--- config.mk ---
export PLATFORM = sky130hd
export DESIGN_NAME = uart_receiver
export DESIGN_NICKNAME = d
export VERILOG_FILES = /design/src/rtl/uart_pkg.sv /design/src/rtl/baud_tick_gen.sv /design/src/rtl/uart_receiver.sv
export SDC_FILE = /design/constraint.sdc
export NUM_CORES = 1
export LEC_CHECK = 0
export ABC_AREA = 0
export CORE_UTILIZATION = 50
export CTS_BUF_LIST = sky130_fd_sc_hd__clkbuf_8 sky130_fd_sc_hd__clkbuf_16
export DETAILED_ROUTE_END_ITERATION = 16
export PLACE_DENSITY = 0.74
export SYNTH_ARGS = -nofsm -noshare
export SYNTH_HDL_FRONTEND = slang
export SYNTH_SLANG_ARGS = --single-unit
--- constraint.sdc ---
create_clock -name i_clk -period 2.1 [get_ports i_clk]
set_clock_uncertainty 0.1 [all_clocks]
set_input_delay 0.42 -clock i_clk [delete_from_list [all_inputs] [get_ports i_clk]]
set_output_delay 0.42 -clock i_clk [all_outputs]
set_load 0.01 [all_outputs]
--- src/rtl/uart_pkg.sv ---
// rtl/uart_pkg.sv - shared UART constants, FSM encodings and debug command bytes
package uart_pkg;

  // Ticks per bit; the receiver samples data and stop bits on the last tick of each bit
  localparam int OVERSAMPLE = 16;

  // Receiver FSM encodings, also exported on o_rx_state for debug
  typedef enum logic [1:0] {
    ST_IDLE  = 2'd0,
    ST_START = 2'd1,
    ST_DATA  = 2'd2,
    ST_STOP  = 2'd3
  } rx_state_t;

  // Debug command bytes understood by the debug unit
  localparam logic [7:0] CMD_CONT = 8'h63;  // 'c'
  localparam logic [7:0] CMD_STEP = 8'h73;  // 's'
  localparam logic [7:0] CMD_LOAD = 8'h64;  // 'd'
  localparam logic [7:0] CMD_NEXT = 8'h6E;  // 'n'

  // Instruction word that marks the end of a program load
  localparam logic [31:0] HALT_WORD = 32'hFFFF_FFFF;

endpackage

--- src/rtl/baud_tick_gen.sv ---
// rtl/baud_tick_gen.sv - free-running oversample tick generator shared by RX and TX
module baud_tick_gen #(
  parameter int BAUD_DIVISOR = 326
) (
  input  logic i_clk,
  input  logic i_reset,
  output logic o_tick
);

  localparam int CW = (BAUD_DIVISOR > 1) ? $clog2(BAUD_DIVISOR) : 1;
  localparam logic [CW-1:0] LAST = CW'(BAUD_DIVISOR - 1);

  logic [CW-1:0] r_count;

  // Tick is a decode of the terminal count so it lasts exactly one clock
  assign o_tick = (r_count == LAST);

  // Count 0..BAUD_DIVISOR-1 and wrap; never resynchronized to the RX line
  always_ff @(posedge i_clk or posedge i_reset) begin
    if (i_reset) begin
      r_count <= '0;
    end else if (o_tick) begin
      r_count <= '0;
    end else begin
      r_count <= r_count + 1'b1;
    end
  end

endmodule

--- src/rtl/uart_receiver.sv ---
// rtl/uart_receiver.sv - 16x oversampled 8N1 receiver with sticky done/error flags
module uart_receiver
  import uart_pkg::*;
#(
  parameter int SIZE_TRAMA   = 8,
  parameter int BAUD_DIVISOR = 326,
  parameter int OVERSAMPLE   = 16
) (
  input  logic                  i_clk,
  input  logic                  i_reset,
  input  logic                  i_rx,
  input  logic                  i_rx_reset,
  output logic [SIZE_TRAMA-1:0] o_rx_data,
  output logic                  o_rx_done,
  output logic                  o_frame_err,
  output logic                  o_overrun,
  output logic [1:0]            o_rx_state
);

  // Start bit is confirmed half a bit in; data and stop bits are sampled a full bit later
  localparam logic [3:0] S_MID  = 4'(OVERSAMPLE / 2 - 1);
  localparam logic [3:0] S_LAST = 4'(OVERSAMPLE - 1);
  localparam logic [2:0] N_LAST = 3'(SIZE_TRAMA - 1);

  logic                  r_rx_meta;
  logic                  r_rx_s;
  logic                  w_tick;
  logic                  w_done_held;
  rx_state_t             r_state;
  logic [3:0]            r_s_cnt;
  logic [2:0]            r_n_cnt;
  logic [SIZE_TRAMA-1:0] r_shreg;
  logic [SIZE_TRAMA-1:0] r_rx_data;
  logic                  r_rx_done;
  logic                  r_frame_err;
  logic                  r_overrun;

  baud_tick_gen #(
    .BAUD_DIVISOR(BAUD_DIVISOR)
  ) u_tick (
    .i_clk  (i_clk),
    .i_reset(i_reset),
    .o_tick (w_tick)
  );

  // A byte still waiting counts as unread only if the consumer is not clearing it this cycle
  assign w_done_held = r_rx_done & ~i_rx_reset;

  // Two-flop synchronizer; resets to the idle (high) line level
  always_ff @(posedge i_clk or posedge i_reset) begin
    if (i_reset) begin
      r_rx_meta <= 1'b1;
      r_rx_s    <= 1'b1;
    end else begin
      r_rx_meta <= i_rx;
      r_rx_s    <= r_rx_meta;
    end
  end

  // Frame FSM with registered byte and sticky flags; a completion overrides a same-cycle clear
  always_ff @(posedge i_clk or posedge i_reset) begin
    if (i_reset) begin
      r_state     <= ST_IDLE;
      r_s_cnt     <= '0;
      r_n_cnt     <= '0;
      r_shreg     <= '0;
      r_rx_data   <= '0;
      r_rx_done   <= 1'b0;
      r_frame_err <= 1'b0;
      r_overrun   <= 1'b0;
    end else begin
      if (i_rx_reset) begin
        r_rx_done   <= 1'b0;
        r_frame_err <= 1'b0;
        r_overrun   <= 1'b0;
      end

      case (r_state)
        ST_IDLE: begin
          if (!r_rx_s) begin
            r_state <= ST_START;
            r_s_cnt <= '0;
          end
        end

        ST_START: begin
          if (w_tick) begin
            if (r_s_cnt == S_MID) begin
              if (!r_rx_s) begin
                r_state <= ST_DATA;
                r_s_cnt <= '0;
                r_n_cnt <= '0;
              end else begin
                r_state <= ST_IDLE;
              end
            end else begin
              r_s_cnt <= r_s_cnt + 1'b1;
            end
          end
        end

        ST_DATA: begin
          if (w_tick) begin
            if (r_s_cnt == S_LAST) begin
              r_shreg <= {r_rx_s, r_shreg[SIZE_TRAMA-1:1]};
              r_s_cnt <= '0;
              if (r_n_cnt == N_LAST) begin
                r_state <= ST_STOP;
              end else begin
                r_n_cnt <= r_n_cnt + 1'b1;
              end
            end else begin
              r_s_cnt <= r_s_cnt + 1'b1;
            end
          end
        end

        ST_STOP: begin
          if (w_tick) begin
            if (r_s_cnt == S_LAST) begin
              r_state <= ST_IDLE;
              if (r_rx_s) begin
                if (!w_done_held) begin
                  r_rx_data <= r_shreg;
                  r_rx_done <= 1'b1;
                end else begin
                  r_overrun <= 1'b1;
                end
              end else begin
                r_frame_err <= 1'b1;
              end
            end else begin
              r_s_cnt <= r_s_cnt + 1'b1;
            end
          end
        end

        default: begin
          r_state <= ST_IDLE;
        end
      endcase
    end
  end

  assign o_rx_data   = r_rx_data;
  assign o_rx_done   = r_rx_done;
  assign o_frame_err = r_frame_err;
  assign o_overrun   = r_overrun;
  assign o_rx_state  = r_state;

endmodule

* Word level (Yosys, flattened, before mapping)
Cells that the tools add are included.
** Storage, ports and cells
- Register bits after elaboration :: 39
** Cells by class
- Reductions and logical operators :: 7
- Eq/ne operators :: 18
- Add/sub/neg operators :: 3
- Bitwise logic cells :: 3
- Muxes and demuxes :: 43
** Operators with widths (count)
- 4-bit two-way mux :: 7
- 2-bit two-way mux :: 9
- 3-bit two-way mux :: 6
- 1-bit two-way mux :: 17
- 2-bit != test (second input constant) :: 8
- 4-bit case mux with 4 select lines :: 1
- 9-bit by 1-bit adder with 9-bit output (second input constant) :: 1
- 9-bit equality test (second input constant) :: 1
- 9-bit two-way mux :: 1
- 2-bit case mux with 4 select lines :: 1
- 8-bit AND reduction :: 1
- 7-bit AND reduction :: 1
- 2-bit by 1-bit != test with 1-bit output (second input constant) :: 3
- 3-bit case mux with 2 select lines :: 1
- 5-bit AND reduction :: 1
- 4-bit by 1-bit adder with 4-bit output (second input constant) :: 1
- 2-bit equality test (second input constant) :: 2
- 4-bit by 3-bit equality test with 1-bit output (second input constant) :: 1
- 4-bit equality test (second input constant) :: 1
- 4-bit AND reduction :: 1
- 3-bit by 1-bit adder with 3-bit output (second input constant) :: 1
- 3-bit equality test (second input constant) :: 1
- 3-bit AND reduction :: 1
- 2-bit by 1-bit equality test with 1-bit output (second input constant) :: 1
- other kinds (4) :: 5

* Depth between registers and ports, before layout
Gate-level depths: netlist (run 1).
- Depth after elaboration :: 7
- Depth in mapped cells :: 7
- Depth with buffers taken out :: 6

* Cells and area by module
Synthesis (run 1) repeated with hierarchy kept, for this count alone.
** Unflattened totals
- Cell total of the unflattened synthesis :: 152
- Area, all modules :: 1795.5 um^2
** Modules (own cells, without submodules)
- uart_receiver :: cells each 111, area each 1373.8 um^2, times used 1, seq. area each 753.2 um^2
- baud_tick_gen :: cells each 41, area each 421.7 um^2, times used 1, seq. area each 225.2 um^2

* Least setup slack after synthesis (run 1)
No wires, ideal clock.
- Kind :: register -> register
- Start :: reg u_tick.r_count[3]
- End :: reg r_shreg[0]
- Arrival time :: 1.923 ns
- Buffers on the path :: 0
- Stages on the path, launching flop included :: 5
- Data required time :: 1.875 ns
- Library setup time :: 0.125 ns
- Clock period less this slack :: 2.147 ns
- Setup slack :: -0.047 ns
- Cell sequence :: dfrtp_1 -> or4b_4 -> or2_4 -> nor3_4 -> mux2_2
** On the way
- Longest elaborated chain between the ends :: 2
** RTL lines
- start, declared :: line baud_tick_gen.sv:13 : logic [CW-1:0] r_count;
- start signal, assigned :: line baud_tick_gen.sv:25 : r_count <= r_count + 1'b1;
- 9-bit equality test :: line baud_tick_gen.sv:16 : assign o_tick = (r_count == LAST);
- 3-bit AND reduction (no line)
- end signal, assigned :: line uart_receiver.sv:105 : r_shreg <= {r_rx_s, r_shreg[SIZE_TRAMA-1:1]};
- end, declared :: line uart_receiver.sv:32 : logic [SIZE_TRAMA-1:0] r_shreg;
Every way passes these cells.
A chain may end at the register's enable or synchronous reset.

* Final worst setup path (run 1)
- Start :: reg u_tick.r_count[5]
- End :: reg r_shreg[5]
The elaborated chain is that of the path after synthesis.

==> out/qor.log, run 1 <==
qor: global_route.first_pass_grt_wire_length 5.82 mm
qor: detailed_routing.drc 0
qor: sta.final_period_minus_worst_setup_slack 2.12 ns
qor: global_route.antenna_found_initial 0
qor: hold_path.worstHoldPathType register to register
qor: cts.clk_pin_slew 0.08 ns
qor: cts.max-clock-path-buffers 2
qor: synth.yosysWarnings 0
qor: layout.antenna_cells 0
qor: layout.final_std_cell_area_no_fill 0.00223 mm^2
qor: placement.gpl.final_weighted_congestion 0.765
qor: synth.yosys-mux-area-fraction 10.6%
qor: sta.totalNegativeSetupSlack -0.0860 ns
qor: floorplan.num_io_pins 17
qor: setup_path.start_kind register
qor: synth.synth_area_in_xor_xnor 3.82%
qor: synth.synthCells 149
qor: floorplan.placementRows 21
qor: synth.synth_common_cells dfrtp_1 (37), mux2_2 (16), nor2_1 (12), nand3_1 (6)
qor: pwr.power.density 571 mW/mm^2
qor: layout.post_route_cells_drive_above_1_share 28.7%
qor: synth.synth_top_family_by_area simple AND/OR/NAND/NOR gates
qor: cts.worstSkewPairLatency 0.29 ns
qor: pwr.seq_power_share 59.4%
qor: pwr.power.clock.fraction 38.6%
qor: outcome.run_status finished with violations
qor: setup_path.slowest_stage or4b_4
qor: synth.post_synthesis_simple_gate_area_fraction 14.9%
qor: detailed_routing.detailedRoute.firstIterationViolations 36
qor: setup_path.crit_path_cells or4b_4 > or2_4 > nor3_4 > buf_12 > mux2_2
qor: cts.cts_htree_levels 2
qor: synth.synthTopCellsByArea dfrtp_1 (51%), mux2_2 (9.8%), ha_1 (3.4%)
qor: pwr.power.internal 993 uW
qor: placement.buffer_ports.inserted 16
qor: synth.async_reset_ff_share 100%
qor: sta.worst-slew-pin-transition 0.476 ns
qor: pwr.share_of_total_power_consumed_by_net_switching 21.9%
qor: global_route.grt_pass1_vias 1226
qor: global_route.grt_start_max_net_pins 40
qor: detailed_routing.postRouteWirelength 3.41 mm
qor: synth.yosys_most_used_dff dfrtp_1
qor: outcome.failed_checks setup timing
qor: cts.tritoncts.num_buffers 5
qor: global_route.grt_use_total 19.4%
qor: run.max_cap_violations 0
qor: sta.timing_hold_violations_final 0
qor: sta.rsz0062_at_grt yes
qor: detailed_routing.vias 1245
qor: placement.post-dp-hpwl 2.36 mm
qor: sta.maxSlewViolCount 0
qor: synth.synth.cell_area 0.00183 mm^2
qor: cts.tritoncts_clock_tree built
qor: synth.synth-compound-area-share 10.2%
qor: cts.cts.sink_count 39
qor: global_route.gr-total-overflow 0
qor: synth.adder_cell_share_of_the_synthesized_area 3.41%
qor: pwr.worst_ir_drop_vdd 0.444 mV
qor: setup_path.crit_fanout 8
qor: sta.period_share 101%
qor: floorplan.floorplan.die.width 62.5 um
qor: layout.areaGrowthSynthToFinish 21.4%
qor: floorplan.die_area 0.00391 mm^2
qor: setup_path.critPathRequiredTime 2.18 ns
qor: pwr.pwr-share-comb 2.0%
qor: cts.cts_root_buf clkbuf_8
qor: floorplan.effective_utilization_at_floorplan 53.7%
qor: pwr.leakagePower 0.00102 uW
qor: floorplan.chipHeight 62.5 um
qor: synth.synthesis.nets 158
qor: setup_path.crit_path_max_incr_delay 0.57 ns
qor: synth.synth_area_leader_cell dfrtp_1
qor: setup_path.critical-path-top-delay-family simple AND/OR/NAND/NOR gates
qor: detailed_routing.antenna_left 0
qor: sta.report.final.setup_viol 5
qor: synth.post-synth-top-area-fraction 50.5%
qor: synth.most_instantiated_library_cell_after_synthesis dfrtp_1
qor: setup_path.timing.critical_path.arrival 2.20 ns
qor: sta.fmax 472 MHz
qor: detailed_routing.post_drt_via_cell_ratio 5.56
qor: sta.timing.max_slew.rel_slack 68.3%
qor: setup_path.crit_type register to register
qor: detailed_routing.drt_pre_antenna_iters 4
qor: detailed_routing.routed_length_per_instance 15.2 um
qor: synth.postSynthAreaPerCell 12.3 um^2
qor: synth.synth_edf_count 0
qor: placement.placedInstanceArea 0.00210 mm^2
qor: layout.finalNetCount 186
qor: setup_path.timing.critical_path.buf_inv 1
qor: synth.sequential_element_share_of_the_synthesized_area 53.4%
qor: synth.synth-seq-cells 39
qor: pwr.netSwitchingPower 279 uW
qor: cts.number_of_buffers_added_to_fix_hold_violations_after_cts 0
qor: synth.synth_cell_type_count 46
qor: sta.postLayoutSetupSlackWorst -0.0206 ns
qor: floorplan.area_inside_the_core_boundary 0.00342 mm^2
qor: setup_path.worst_setup_path_end_kind register
-- path summary, 6_finish.rpt --
check	cells past startpoint	start	slack, ns	end
setup / recovery	5	u_tick.r_count[5]	-0.02	r_shreg[5]
max in group asynchronous	3	i_reset	1.10	r_rx_s
hold / removal	0	r_rx_meta	0.26	r_rx_s
min in group asynchronous	3	i_reset	0.45	o_frame_err
setup reg to reg	5	u_tick.r_count[5]	-0.02	r_shreg[5]
hold reg to reg	0	r_rx_meta	0.26	r_rx_s
-- cells by family (layout without fill, tap and decap cells) --
kind of cell / count (synthesis) / in the layout
AOI/OAI and AO/OA: 23 / 23
xor gates and xnor gates: 8 / 8
adders and majority gates: 5 / 5
buffers and inverters: 13 / 42
DFF: 39 / 39
muxes: 17 / 17
and+or+nand+nor: 44 / 44
-- sequential cells by signal, summed over array words and instances, names as in the netlist, named ones only --
register        count
o_frame_err         1
o_overrun           1
o_rx_data           8
o_rx_done           1
o_rx_state          1
r_n_cnt             3
r_rx_meta           1
r_rx_s              1
r_s_cnt             4
r_shreg             8
u_tick.r_count      9
-- cell type report --
class,instances,area (um^2)
clock buffer,5,68.8
clock inverter,3,20.0
fill,269,1190
inverter,5,18.8
multi-input combinational,97,815
sequential,39,978
tap,46,57.6
timing repair buffer,29,268
-- cells in the final DEF, fill, tap and decap left out, types with 5 or more instances in the layout --
master and n:
xnor2_1 5, mux2_2 12, buf_4 11, ha_1 5
nand3_1 6, nor2_1 12, dfrtp_1 37, clkdlybuf4s50_1 16
inv_1 5, clkbuf_8 5, mux2_4 5
-- per-stage QoR --
step           power [uW]  util [%]  worst slack [ns]  instances  hold WS, ns
6_report             1270      65.2           -0.0206        224        0.260
5_1_grt              1330      65.2           -0.0503        224        0.262
4_1_cts              1290      64.5          -0.00933        224        0.260
3_5_place_dp          796      61.4           -0.0219        214        0.249
3_3_place_gp          796      61.4            0.0221        214        0.248
2_1_floorplan         784         -           0.00363        149        0.245
-- timing repair --
action / in CTS / in global routing
setup endpoints to repair: 8 / 20
buffers inserted: 2 / 0
pin swaps: 1 / 2
gates resized for setup: 2 / 5
-- per-layer routing --
layer	wire length [um]	part of all wire, %	track usage [%]	up-vias
met5	0	0	0	-
met4	45	1.3	6.10	0
met3	123	3.6	4.56	6
met2	1620	47	31.7	24
met1	1620	48	25.5	613
li1	-	-	-	602
-- power by group through the flow --
stage / clock, uW / sequential [uW] / combinational (uW)
after detailed placement: 0 / 770 / 26.1
after global placement: 0 / 770 / 25.4
after floorplan: 0 / 770 / 14.2
after global routing: 546 / 756 / 29.5
after CTS: 508 / 755 / 26.2
final: 491 / 756 / 24.9
No activity file was read; power rests on OpenSTA's default activity.
==> run 2, diff against run 1 <==
--- a/config.mk
+++ b/config.mk
@@ -6,10 +6,11 @@
 export NUM_CORES = 1
 export LEC_CHECK = 0
 export ABC_AREA = 0
+export CORE_MARGIN = 3
 export CORE_UTILIZATION = 50
 export CTS_BUF_LIST = sky130_fd_sc_hd__clkbuf_8 sky130_fd_sc_hd__clkbuf_16
 export DETAILED_ROUTE_END_ITERATION = 16
-export PLACE_DENSITY = 0.74
+export PLACE_DENSITY = 0.84
 export SYNTH_ARGS = -nofsm -noshare
 export SYNTH_HDL_FRONTEND = slang
 export SYNTH_SLANG_ARGS = --single-unit
==> out/qor.log, run 2 (same netlist as run 1, synthesis figures left out) <==
qor: floorplan.placementRows 21 [unchanged]
qor: setup_path.crit_path_cells or4b_4 > or2_4 > buf_2 > a211o_2 > o22a_1
qor: sta.period_share 99.5% [-1.5 points]
qor: layout.most-common-layout-cells dfrtp_1 (37), clkdlybuf4s50_1 (16), buf_4 (13), nor2_1 (12), mux2_4 (9)
qor: global_route.grt_util_met2 28.8% [-2.8 points]
qor: sta.timing.max_slew.rel_slack 68.9% [+0.67 points]
qor: pwr.pwr-share-comb 1.8% [-0.2 points]
qor: cts.tritoncts_clock_tree built
qor: pwr.worst_ir_drop_vdd 0.446 mV [+0.42%]
qor: floorplan.chipHeight 66.5 um [+6.4%]
qor: floorplan.area_inside_the_core_boundary 0.00344 mm^2 [+0.77%]
qor: detailed_routing.detailedRoute.firstIterationViolations 60 [+67%]
qor: detailed_routing.vias 1305 [+4.8%]
qor: layout.largest_register_ffs 9 [unchanged]
qor: global_route.first_pass_grt_wire_length 6.04 mm [+3.7%]
qor: hold_path.worstHoldPathType register to register
qor: sta.maxSlewViolCount 0 [unchanged]
qor: pwr.leakagePower 0.00105 uW [+2.8%]
qor: pwr.share_of_total_power_consumed_by_net_switching 21.0% [-0.93 points]
qor: floorplan.floorplan.die.width 66.5 um [+6.4%]
qor: global_route.grtUsageMet1 23.0% [-2.6 points]
qor: detailed_routing.postRouteWirelength 3.72 mm [+9.2%]
qor: detailed_routing.drt_pre_antenna_iters 4 [unchanged]
qor: global_route.grt_pass1_vias 1282 [+4.6%]
qor: placement.placedInstanceArea 0.00210 mm^2 [unchanged]
qor: cts.tritoncts.num_buffers 5 [unchanged]
qor: sta.worst-slew-pin-transition 0.466 ns [-0.0101 ns]
qor: placement.buffer_ports.inserted 16 [unchanged]
qor: layout.max_flop_register u_tick.r_count
qor: cts.max-clock-path-buffers 2 [unchanged]
qor: detailed_routing.post_drt_via_cell_ratio 5.77 [+3.9%]
qor: cts.cts_htree_levels 2 [unchanged]
qor: global_route.grt.met3_usage 6.41% [+1.8 points]
qor: detailed_routing.routed_length_per_instance 16.5 um [+8.2%]
qor: layout.finalCoreUtilization 66.0% [+0.85 points]
qor: placement.gpl.final_weighted_congestion 0.753 [-1.6%]
qor: setup_path.crit_path_max_incr_delay 0.56 ns [about the same]
qor: setup_path.crit_fanout 6 [-2]
qor: floorplan.num_io_pins 17 [unchanged]
qor: cts.clk_pin_slew 0.08 ns [about the same]
qor: sta.report.final.setup_viol 0 [-5]
qor: pwr.power.internal 1060 uW [+6.5%]
qor: global_route.gr-total-overflow 0 [unchanged]
qor: setup_path.critPathRequiredTime 2.20 ns [+0.02 ns]
qor: sta.timing_hold_violations_final 0 [unchanged]
qor: sta.fmax 478 MHz [+1.5%]
qor: layout.final_common_cell dfrtp_1
qor: sta.rsz0062_at_grt yes
qor: layout.areaGrowthSynthToFinish 24.0%
qor: cts.worstSkewPairLatency 0.31 ns [+0.02 ns]
qor: layout.layout.filler_cells 246 [-8.6%]
qor: detailed_routing.antenna_left 0 [unchanged]
qor: floorplan.effective_utilization_at_floorplan 53.3% [-0.41 points]
qor: cts.cts.sink_count 39 [unchanged]
qor: global_route.antenna_found_initial 0 [unchanged]
qor: detailed_routing.drc 0 [unchanged]
qor: global_route.grt_use_total 18.5% [-0.85 points]
qor: setup_path.worst_setup_path_end_kind register
qor: setup_path.timing.critical_path.arrival 2.19 ns [about the same]
qor: layout.finalNetCount 188 [+1.1%]
qor: setup_path.start_kind register
qor: sta.final_period_minus_worst_setup_slack 2.09 ns [-0.0305 ns]
qor: floorplan.die_area 0.00443 mm^2 [+13%]
qor: pwr.power.clock.fraction 41.7% [+3.1 points]
qor: outcome.run_status complete, no violations
qor: placement.post-dp-hpwl 2.38 mm [+0.70%]
qor: cts.number_of_buffers_added_to_fix_hold_violations_after_cts 0 [unchanged]
qor: pwr.power.density 589 mW/mm^2 [+3.1%]
qor: setup_path.worst-r2r-setup-slack 0.01 ns [+0.03 ns]
qor: setup_path.slowest_stage or4b_4
qor: global_route.grt_start_max_net_pins 40 [unchanged]
qor: layout.antenna_cells 0 [unchanged]
qor: setup_path.crit_type register to register
qor: global_route.most_used_routing_layer_in_global_routing met2
qor: cts.cts_root_buf clkbuf_8
qor: pwr.netSwitchingPower 281 uW [+0.78%]
qor: pwr.seq_power_share 56.5% [-2.9 points]
qor: layout.final_std_cell_area_no_fill 0.00227 mm^2 [+2.1%]
qor: layout.post_route_cells_drive_above_1_share 29.4% [+0.79 points]
qor: run.max_cap_violations 0 [unchanged]
[run 2: power groups by stage]
stage               registers, uW  logic (uW)  clock network [uW]
CTS                           756        25.5                 567
global placement              770        24.9                   0
detailed placement            771        25.5                   0
finish                        756        24.4                 557
global route                  756        28.2                 594
floorplan                     770        14.2                   0
[run 2: metal layers]
layer / part of all wire, % / routed length (um)
met1: 44 / 1660
met2: 48 / 1770
met3: 5.1 / 188
met4: 2.7 / 102
met5: 0 / 0
[run 2: final timing paths]
kind,endpoint,depth (start not counted),startpoint
max,r_s_cnt[3],5,u_tick.r_count[5]
min,r_rx_s,0,r_rx_meta
max reg2reg,r_s_cnt[3],5,u_tick.r_count[5]
min reg2reg,r_rx_s,0,r_rx_meta
max in group asynchronous,r_rx_s,3,i_reset
min in group asynchronous,r_s_cnt[3],3,i_reset
[run 2: timing repair]
item,CTS,global route
endpoints found under the setup margin,3,20
cloned,0,0
pin swaps,0,2
setup buffers,1,3
gates resized for setup,0,12
[run 2: stage by stage]
step / setup TNS (ns) / worst slack (ns) / hold slack [ns] / cells / power, uW
after CTS: 0 / 0.00239 / 0.267 / 223 / 1350
after floorplan: 0 / 0.00363 / 0.245 / 149 / 784
after global routing: -0.510 / -0.0477 / 0.271 / 226 / 1380
after global placement: 0 / 0.0471 / 0.247 / 214 / 795
final: 0 / 0.00998 / 0.266 / 226 / 1340
after detailed placement: 0 / 0.0118 / 0.256 / 214 / 796
[run 2: worst max-delay path, delay by kind of cell, from the launching register on]
kind            cells  cell delay (ns)
compound gates      2             0.47
buf+inv             1             0.16
simple gates        2             0.86
flops               1             0.38
[run 2: cell type report]
class                   instances  area [um^2]  area share (%)
repair buffers                 31          283            12.4
well taps                      46         57.6            2.53
flip-flops and latches         39          978            43.1
inverters                       5         18.8           0.826
clock buffers                   7         96.3            4.24
clock inverters                 1         3.75           0.165
multi-input cells              97          835            36.7
==> run 3, diff against run 2 <==
--- a/config.mk
+++ b/config.mk
@@ -6,7 +6,7 @@
 export NUM_CORES = 1
 export LEC_CHECK = 0
 export ABC_AREA = 0
-export CORE_MARGIN = 3
+export CORE_MARGIN = 2
 export CORE_UTILIZATION = 50
 export CTS_BUF_LIST = sky130_fd_sc_hd__clkbuf_8 sky130_fd_sc_hd__clkbuf_16
 export DETAILED_ROUTE_END_ITERATION = 16
==> constraint.sdc (replaced) <==
create_clock -name i_clk -period 1.9 [get_ports i_clk]
set_clock_uncertainty 0.1 [all_clocks]
set_input_delay 0.38 -clock i_clk [delete_from_list [all_inputs] [get_ports i_clk]]
set_output_delay 0.38 -clock i_clk [all_outputs]
set_load 0.01 [all_outputs]
==> out/qor.log, run 3 (same netlist as run 1, synthesis figures left out) <==
qor: placement.buffer_ports.inserted 16 [unchanged]
qor: sta.fmax 477 MHz [-0.23%]
qor: layout.max_flop_register u_tick.r_count
qor: sta.worst-slew-pin-transition 0.446 ns [-0.0198 ns]
qor: layout.largest_register_ffs 9 [unchanged]
qor: sta.final_period_minus_worst_setup_slack 2.09 ns [+0.00489 ns]
qor: setup_path.timing.critical_path.buf_inv 0 [-1]
qor: detailed_routing.detailedRoute.firstIterationViolations 79 [+32%]
qor: detailed_routing.postRouteWirelength 4.24 mm [+14%]
qor: cts.cts.sink_count 39 [unchanged]
qor: detailed_routing.post_drt_via_cell_ratio 5.66 [-2.0%]
qor: floorplan.placementRows 21 [unchanged]
qor: global_route.gr-total-overflow 0 [unchanged]
qor: floorplan.num_io_pins 17 [unchanged]
qor: detailed_routing.antenna_left 0 [unchanged]
qor: detailed_routing.routed_length_per_instance 17.7 um [+7.3%]
qor: cts.cts_root_buf clkbuf_8
qor: layout.most-common-layout-cells dfrtp_1 (37), buf_4 (25), clkdlybuf4s50_1 (14), mux2_2 (11), nor2_1 (10)
qor: setup_path.critical-path-top-delay-family compound AO/OA/AOI/OAI gates
qor: sta.totalNegativeSetupSlack -3.36 ns [-3.36 ns]
qor: global_route.first_pass_grt_wire_length 7.12 mm [+18%]
qor: cts.number_of_buffers_added_to_fix_hold_violations_after_cts 0 [unchanged]
qor: setup_path.critPathRequiredTime 1.98 ns [-0.22 ns]
qor: sta.holdWs 0.261 ns [-0.00525 ns]
qor: global_route.antenna_found_initial 0 [unchanged]
qor: floorplan.die_area 0.00417 mm^2 [-5.9%]
qor: hold_path.hp-start r_rx_meta
qor: setup_path.crit_path_cells or4b_4 > o31a_2 > a211o_1 > mux2_4
qor: placement.post-dp-hpwl 2.96 mm [+24%]
qor: setup_path.timing.critical_path.arrival 2.18 ns [about the same]
qor: cts.max-clock-path-buffers 2 [unchanged]
qor: floorplan.floorplan.die.width 64.5 um [-3.0%]
qor: run.max_cap_violations 0 [unchanged]
qor: sta.maxSlewViolCount 0 [unchanged]
qor: sta.report.final.setup_viol 23 [+23]
qor: setup_path.slowest_stage or4b_4
qor: sta.rsz0062_at_grt yes
qor: setup_path.crit_fanout 4 [-2]
qor: setup_path.crit_path_max_incr_delay 0.57 ns [about the same]
qor: sta.period_share 110% [+11 points]
qor: layout.areaGrowthSynthToFinish 30.4%
qor: cts.tritoncts.num_buffers 5 [unchanged]
qor: layout.multi_input_combinational_cell_area 845 um^2 [+1.2%]
qor: setup_path.start_kind register
qor: global_route.grt_use_total 23.1% [+4.5 points]
qor: pwr.leakagePower 0.00113 uW [+8.4%]
qor: global_route.grt_start_max_net_pins 16 [-60%]
qor: cts.clk_pin_slew 0.07 ns [about the same]
qor: pwr.power.total 1410 uW [+5.4%]
qor: layout.final_common_cell dfrtp_1
qor: sta.timing_hold_violations_final 0 [unchanged]
qor: setup_path.r2r-start u_tick.r_count[5]
qor: floorplan.effective_utilization_at_floorplan 53.7% [+0.41 points]
qor: hold_path.worstHoldPathType register to register
qor: layout.finalNetCount 202 [+7.4%]
qor: cts.tritoncts_clock_tree built
qor: cts.cts_htree_levels 2 [unchanged]
qor: floorplan.area_inside_the_core_boundary 0.00342 mm^2 [-0.76%]
qor: layout.antenna_cells 0 [unchanged]
qor: detailed_routing.drc 0 [unchanged]
qor: sta.postLayoutSetupSlackWorst -0.195 ns [-0.205 ns]
qor: detailed_routing.vias 1358 [+4.1%]
qor: pwr.power.density 590 mW/mm^2 [+0.18%]
qor: layout.area.sequential 978 um^2 [unchanged]
qor: placement.gpl.final_weighted_congestion 1.03 [+36%]
qor: layout.post_route_cells_drive_above_1_share 35.6% [+6.1 points]
qor: layout.final_std_cell_area_no_fill 0.00239 mm^2 [+5.2%]
qor: pwr.worst_ir_drop_vdd 0.544 mV [+22%]
qor: floorplan.chipHeight 64.5 um [-3.0%]
qor: cts.worstSkewPairLatency 0.30 ns [about the same]
qor: layout.finalCoreUtilization 70.0% [+4.0 points]
qor: setup_path.worst_setup_path_end_kind register
qor: outcome.run_status finished with violations
qor: layout.layout.filler_cells 231 [-6.1%]
qor: detailed_routing.drt_pre_antenna_iters 4 [unchanged]
qor: placement.placedInstanceArea 0.00221 mm^2 [+5.1%]
qor: setup_path.crit_type register to register
qor: global_route.grt_pass1_vias 1467 [+14%]
qor: outcome.failed_checks setup timing
qor: sta.timing.max_slew.rel_slack 70.2% [+1.3 points]
qor: setup_path.timing.critical_path.from u_tick.r_count[5]
-- run 3: power by group --
part / internal (uW) / switching [uW]
clock: 251 / 291
combinational: 13.1 / 21.9
sequential: 833 / 0.828
-- run 3: area by class of cell --
class / instances / share of cell area, %
timing repair buffer: 45 / 17.0
inverter: 5 / 0.785
clock inverter: 3 / 0.680
sequential: 39 / 40.9
multi-input combinational: 97 / 35.3
tap: 46 / 2.41
clock buffer: 5 / 2.88
-- run 3: path summary, 6_finish.rpt --
check,cells past startpoint,slack [ns],endpoint
worst max-delay path,4,-0.19,r_s_cnt[0]
worst min-delay path,0,0.26,r_rx_s
worst max register to register,4,-0.19,r_s_cnt[0]
worst min register to register,0,0.26,r_rx_s
max in group asynchronous,3,0.85,r_shreg[2]
min in group asynchronous,2,0.28,o_rx_data[7]
-- run 3: routing by layer --
metal / wire length [um] / GRT usage, % / vias up
met2: 2230 / 40.1 / 35
met3: 162 / 5.21 / 10
met4: 95 / 8.24 / 0
li1: - / - / 634
met5: 0 / 0 / -
met1: 1750 / 28.3 / 679
-- run 3: through the flow --
step                      worst slack [ns]  cells
after CTS                           -0.188    237
after global placement              -0.159    227
after detailed placement            -0.188    227
final                               -0.195    240
after floorplan                     -0.191    149
after global routing                -0.258    240
-- run 3: what timing repair did --
item	CTS	global route
setup endpoints to repair	24	27
gates cloned	0	0
gates resized for setup	8	6
setup buffers	2	3
pin swaps	2	2
